### config.mk
export PLATFORM = sky130hd
export DESIGN_NAME = fetch_unit
export DESIGN_NICKNAME = d
export VERILOG_FILES = /design/src/rtl/fetch_pkg.sv /design/src/rtl/fetch_fifo.sv /design/src/rtl/fetch_unit.sv
export SDC_FILE = /design/constraint.sdc
export NUM_CORES = 1
export LEC_CHECK = 0
export BUFFER_PORTS_ARGS = -buffer_cell sky130_fd_sc_hd__buf_2
export CAP_MARGIN = 20
export CORE_AREA = 8 8 176 178
export DETAILED_ROUTE_END_ITERATION = 10
export DIE_AREA = 0 0 184 186
export GPL_TIMING_DRIVEN = 0
export PLACE_DENSITY = 0.5
export REMOVE_ABC_BUFFERS = 1
export SYNTH_ARGS = -nofsm -noshare
export SYNTH_HDL_FRONTEND = slang
export SYNTH_HIERARCHICAL = 1
export SYNTH_SLANG_ARGS = --single-unit
### constraint.sdc
create_clock -name clk -period 4 [get_ports clk]
set_clock_uncertainty 0.15 [all_clocks]
set_input_delay 0.2 -clock clk [delete_from_list [all_inputs] [get_ports clk]]
set_output_delay 0.2 -clock clk [all_outputs]
set_load 0.01 [all_outputs]
### src/rtl/fetch_pkg.sv
// ----------------------------------------------------------------------------
// fetch_pkg
//   Shared definitions for the instruction-fetch front end: default widths,
//   the sequential PC step, the request FSM states and the fetch-queue entry.
// ----------------------------------------------------------------------------
package fetch_pkg;

  localparam int DEFAULT_ADDR_W  = 8;
  localparam int DEFAULT_INSTR_W = 32;

  // Byte distance between sequential instruction words.
  localparam int PC_STEP = 4;

  // IDLE : no request outstanding, may issue.
  // WAIT : live request outstanding, its response will be queued.
  // DRAIN: stale request outstanding (redirected), its response is dropped.
  typedef enum logic [1:0] {
    IDLE  = 2'd0,
    WAIT  = 2'd1,
    DRAIN = 2'd2
  } fetch_state_e;

  typedef struct packed {
    logic [DEFAULT_ADDR_W-1:0]  pc;
    logic [DEFAULT_INSTR_W-1:0] instr;
  } fetch_entry_t;

endpackage

### src/rtl/fetch_fifo.sv
// ----------------------------------------------------------------------------
// fetch_fifo
//   Synchronous FIFO of fetch entries. Flush empties it in one cycle and
//   takes priority over push and pop. The head entry is always presented;
//   it is only meaningful while count != 0.
//
// Ports:
//   clk, rst_n  clock, asynchronous active-low reset
//   push        write push_data at the tail (caller guarantees room)
//   push_data   entry to write
//   pop         drop the head entry (ignored when empty)
//   flush       discard every entry
//   count       number of valid entries, 0..DEPTH
//   head        oldest entry
// ----------------------------------------------------------------------------
module fetch_fifo
  import fetch_pkg::*;
#(
  parameter int  DEPTH   = 4,
  parameter type entry_t = fetch_entry_t,
  localparam int CW      = $clog2(DEPTH + 1)
) (
  input  logic          clk,
  input  logic          rst_n,
  input  logic          push,
  input  entry_t        push_data,
  input  logic          pop,
  input  logic          flush,
  output logic [CW-1:0] count,
  output entry_t        head
);

  localparam int PW = $clog2(DEPTH);

  entry_t        mem [DEPTH];
  logic [PW-1:0] rd_ptr;
  logic [PW-1:0] wr_ptr;
  logic          do_pop;

  assign do_pop = pop && (count != '0);
  assign head   = mem[rd_ptr];

  // NOTE: sequential state is written with non-blocking assignments so every
  // register samples pre-edge values regardless of statement order.
  always_ff @(posedge clk or negedge rst_n) begin
    if (!rst_n) begin
      rd_ptr <= '0;
      wr_ptr <= '0;
      count  <= '0;
      // NOTE: storage is reset too, so the head (and thus if_pc/if_instr)
      // reads zero out of reset instead of X.
      for (int i = 0; i < DEPTH; i++) begin
        mem[i] <= '0;
      end
    end else if (flush) begin
      rd_ptr <= '0;
      wr_ptr <= '0;
      count  <= '0;
    end else begin
      if (push) begin
        mem[wr_ptr] <= push_data;
        wr_ptr      <= wr_ptr + PW'(1);
      end
      if (do_pop) begin
        rd_ptr <= rd_ptr + PW'(1);
      end
      // Simultaneous push and pop leave the occupancy unchanged.
      case ({push, do_pop})
        2'b10:   count <= count + CW'(1);
        2'b01:   count <= count - CW'(1);
        default: count <= count;
      endcase
    end
  end

endmodule

### src/rtl/fetch_unit.sv
// ----------------------------------------------------------------------------
// fetch_unit
//   Instruction-fetch front end. Keeps the fetch PC, issues one instruction
//   memory read at a time, queues returned words with their PCs and presents
//   the queue head to decode. A branch redirect flushes the queue, retargets
//   the PC and marks any outstanding read as stale.
//
// Ports:
//   clk, rst_n        clock, asynchronous active-low reset
//   imem_req_valid    read request valid
//   imem_req_addr     read address (word aligned, = fetch PC)
//   imem_req_ready    memory accepts the request this cycle
//   imem_rsp_valid    read data valid (one per accepted request)
//   imem_rsp_data     read data
//   redirect_valid    redirect fetch this cycle
//   redirect_target   new fetch PC (low two bits ignored)
//   if_valid          queue head valid
//   if_pc, if_instr   queue head PC and instruction
//   if_ready          decode consumes the head this cycle
// ----------------------------------------------------------------------------
module fetch_unit
  import fetch_pkg::*;
#(
  parameter int                ADDR_W   = DEFAULT_ADDR_W,
  parameter int                INSTR_W  = DEFAULT_INSTR_W,
  parameter int                DEPTH    = 4,
  parameter logic [ADDR_W-1:0] RESET_PC = '0
) (
  input  logic               clk,
  input  logic               rst_n,
  output logic               imem_req_valid,
  output logic [ADDR_W-1:0]  imem_req_addr,
  input  logic               imem_req_ready,
  input  logic               imem_rsp_valid,
  input  logic [INSTR_W-1:0] imem_rsp_data,
  input  logic               redirect_valid,
  input  logic [ADDR_W-1:0]  redirect_target,
  output logic               if_valid,
  output logic [ADDR_W-1:0]  if_pc,
  output logic [INSTR_W-1:0] if_instr,
  input  logic               if_ready
);

  typedef struct packed {
    logic [ADDR_W-1:0]  pc;
    logic [INSTR_W-1:0] instr;
  } entry_t;

  localparam int                CW      = $clog2(DEPTH + 1);
  localparam logic [CW-1:0]     DEPTH_C = CW'(DEPTH);
  localparam logic [ADDR_W-1:0] STEP    = ADDR_W'(PC_STEP);
  localparam logic [ADDR_W-1:0] ALIGN   = ~ADDR_W'(3);

  fetch_state_e      state;
  fetch_state_e      state_nxt;
  logic [ADDR_W-1:0] fetch_pc;
  logic [ADDR_W-1:0] fetch_pc_nxt;
  logic [ADDR_W-1:0] req_pc;
  logic [ADDR_W-1:0] target_aligned;
  logic [CW-1:0]     count;
  logic              accept;
  logic              push;
  logic              pop;
  entry_t            head;
  entry_t            push_entry;

  assign target_aligned = redirect_target & ALIGN;

  // Issue only with room for the answer: count + outstanding never exceeds
  // DEPTH, so the queue cannot overflow. Gated by rst_n so the request drops
  // the moment reset is asserted.
  assign imem_req_valid = rst_n && (state == IDLE) && (count < DEPTH_C);
  assign imem_req_addr  = fetch_pc;
  assign accept         = imem_req_valid && imem_req_ready;

  // A response that lands together with a redirect belongs to the old path.
  assign push       = (state == WAIT) && imem_rsp_valid && !redirect_valid;
  assign push_entry = '{pc: req_pc, instr: imem_rsp_data};

  assign if_valid = (count != '0);
  assign pop      = if_valid && if_ready;
  assign if_pc    = head.pc;
  assign if_instr = head.instr;

  // NOTE: every always_comb output gets its default first so no path leaves
  // it unassigned and a latch cannot be inferred.
  always_comb begin
    state_nxt    = state;
    fetch_pc_nxt = fetch_pc;

    if (accept) begin
      fetch_pc_nxt = fetch_pc + STEP;
    end
    if (redirect_valid) begin
      fetch_pc_nxt = target_aligned;
    end

    unique case (state)
      IDLE: begin
        // A request accepted in the redirect cycle is already stale.
        if (accept) begin
          state_nxt = redirect_valid ? DRAIN : WAIT;
        end
      end
      WAIT: begin
        if (imem_rsp_valid) begin
          state_nxt = IDLE;
        end else if (redirect_valid) begin
          state_nxt = DRAIN;
        end
      end
      DRAIN: begin
        if (imem_rsp_valid) begin
          state_nxt = IDLE;
        end
      end
      default: state_nxt = IDLE;
    endcase
  end

  always_ff @(posedge clk or negedge rst_n) begin
    if (!rst_n) begin
      state    <= IDLE;
      fetch_pc <= RESET_PC;
      req_pc   <= '0;
    end else begin
      state    <= state_nxt;
      fetch_pc <= fetch_pc_nxt;
      if (accept) begin
        req_pc <= fetch_pc;
      end
    end
  end

  fetch_fifo #(
    .DEPTH   (DEPTH),
    .entry_t (entry_t)
  ) u_fifo (
    .clk       (clk),
    .rst_n     (rst_n),
    .push      (push),
    .push_data (push_entry),
    .pop       (pop),
    .flush     (redirect_valid),
    .count     (count),
    .head      (head)
  );

endmodule

==> metrics <==
# setup viols final=0; crit-path max FO=9; Seq cells post-synth=between 150 and 200; Setup Total Neg Slack=0 ns; RSZ-0062 raised after global routing=no; clock root buffer master=clkbuf_16; WS Path Type=flip-flop to flip-flop; Post-Synthesis Cells=505; Port Buffers=91; met3 WL post-DR=663 microns; worst min-delay path category=input pin to flip-flop; Die Wd=between 150 and 200 microns; Synth area leaders=dfrtp_1, mux2_2, mux4_2, mux2_4, clkbuf_8; post-synth top area share=between 50% and 60%; Synth Area in XOR/XNOR=less than 1%; drt drc=0; Max Cap Violations=0; clock slew at reported path FFs=0.07 ns; routed wire length per instance=between 15 and 20 microns; fin crit period=approximately 2.8 ns; top cells by count, synth=dfrtp_1, mux2_2, mux2_4, mux4_2, nor2_1; drt pass-1 iters=4; DR vias/cell=around 4.6; CTS resizes=0; Num CTS Buffers=17; Slew HR=36.9%; CTS tree=yes; Final Cell Area=10100 sq um; Max Clock Freq=359 MHz; most common cell in the netlist=dfrtp_1; CORE AREA=approximately 28000 sq um; clock power share=a little under two fifths; pwr dens=roughly 430 nW/um^2; critical path arrival=slightly below 3 ns; Total GRT Usage=between 10 and 15%; Post-synth EDFFs=0; final core occ=a little over a third; final antenna diode count=0; M1 WL=8070 microns; largest net degree at the start of global routing=98; Remaining Overflow, GRT=0; Net Sw Frac=between 20 and 25%; Post-Syn Area=approximately 8300 sq um; Synth-to-Final Area Change=20.8%; DP Area=around 9100 sq um; Fin. Hold Viols=0; mux contribution to synthesized area=about a third; met2 routed WL=9560 microns; synth unique cells=50; number of fill cells in the layout=between 2000 and 3000; worst hold slack=around 0.050 ns; cell taking the most area after synthesis=dfrtp_1; total power=~4.4 mW; largest family of logic cells by synthesized area=multiplexers; Pint=~3.3 mW; # IOs=96; post-route ant nets=0; register area share after synthesis=a little over half; async set-reset flop share out of synthesis=100%; syn_area_per_cell=roughly 17 sq um; CP Capture Type=flip-flop; routed wire length=18400 microns; gp weighted congestion=between 0.7 and 0.8; Slew Viols, Final=0; Initial Utilization=29.6%; period utilisation layout=69.7%; fin nets=about 690; Logic pwr share=between 10% and 20%; static power due to leakage=5.00 nW; Die Y=~190 microns; clock latency on the worst-skew pair=between 0.4 and 0.5 ns; highest metal used=met4; predominant post-synthesis flop cell=dfrtp_1; initial DRC count=~160; post-synthesis compound-gate area fraction=under 10%; Setup Fix Bufs, Post-CTS=0; DIE AREA=34200 sq um; hpwl dp=11400 microns; Ys Warns=6; status=completed; initial antenna violation count=0; Flop pwr share=between 40% and 50%; clk sinks=181; CTS Buffer Depth=2; VDD IR-drop max=265 uV; htree depth=4; layout cells sized above 1=between 50% and 60%; Vias=about 4700; global-route wire length before repair=30500 microns; Adder-Cell Fraction of Synth Area=less than 1%; vias in the first global route=between 5000 and 6000; post-synthesis simple-gate area fraction=3.24%; Net Sw Power=approximately 1.1 mW; Least-Margin Pin Slew=approximately 0.95 ns; CP required=4.18 ns; # rows=62; element type at the critical path start=flip-flop
==> final cells by class <==
type | count | area, sq um | area share [%]
Clock inverter | 10 | 123 | 1.22
Timing Repair Buffer | 135 | 948 | 9.41
Clock buffer | 20 | 447 | 4.43
Tap cell | 384 | 480 | 4.77
Multi-Input combinational cell | 295 | 3530 | 35.0
Sequential cell | 181 | 4530 | 45.0
Inverter | 5 | 18.8 | 0.186
==> timing repair <==
action	4_1_cts	5_1_grt
hold buffers	40	0
hold endpoints to repair	219	0
setup endpoints to repair	0	0
==> final timing paths <==
| check | startpoint | endpoint | slack, ns | cells after the start |
|---|---|---|---|---|
| max | u_fifo/count[2] | u_fifo/count[1] | 1.21 | 7 |
| min | redirect_valid | u_fifo/wr_ptr[1] | 0.05 | 2 |
| max reg2reg | u_fifo/count[2] | u_fifo/count[1] | 1.21 | 7 |
| min reg2reg | u_fifo/mem[69] | u_fifo/mem[69] | 0.35 | 1 |
| max in group asynchronous | rst_n | u_fifo/mem[42] | 2.55 | 3 |
| min in group asynchronous | rst_n | u_fifo/mem[85] | 0.21 | 2 |
==> power by group through the flow <==
stage	clock network (mW)	registers, mW	logic [mW]
floorplan	0	2.07	0.396
global placement	0	2.09	0.624
detailed placement	0	2.10	0.651
CTS	1.74	2.07	0.683
global route	1.81	2.09	0.723
finish	1.65	2.07	0.660
==> sequential cells by signal (all words and copies together) (netlist names) <==
| name | flops |
|---|---|
| u_fifo/rd_ptr | 2 |
| imem_req_addr | 6 |
| u_fifo/wr_ptr | 2 |
| u_fifo/count | 3 |
| u_fifo/mem | 160 |
| req_pc | 6 |
| state | 2 |
==> cell usage in the layout (no fill, tap or decap), types with 6 or more instances in the layout <==
master,count
buf_2,90
mux2_2,125
conb_1,10
clkbuf_16,17
mux4_2,40
mux2_4,41
nor2_1,11
dlygate4sd3_1,40
dfrtp_1,179
o21ai_0,6
==> cells by family (layout without fill, tap and decap cells) <==
group           Yosys count  in the layout
simple gates             44             44
fa+ha+maj                 6              6
mux                     207            207
xor+xnor                  5              5
compound gates           23             23
buf+inv                  38            170
flops                   181            181
other cells               1             10
==> worst max-delay path: stages, from the launching register on <==
cell     delay [ns]
dfrtp_1        0.46
or3_1          0.41
and2_1         0.24
o31ai_1        0.17
nor2_1         0.10
fa_1           0.55
or3b_2         0.47
a31oi_1        0.15
==> routing by layer <==
metal	vias to the layer above	track usage [%]
li1	2123	-
met1	2502	14.0
met2	83	19.8
met3	6	3.03
met4	0	2.32
met5	-	0
==> through the flow <==
step	worst slack, ns	cells
global placement	-0.717	956
detailed placement	1.14	960
floorplan	1.25	481
finish	1.21	1030
CTS	1.20	1030
global route	1.10	1030
Power figures use the tool's default switching activity.
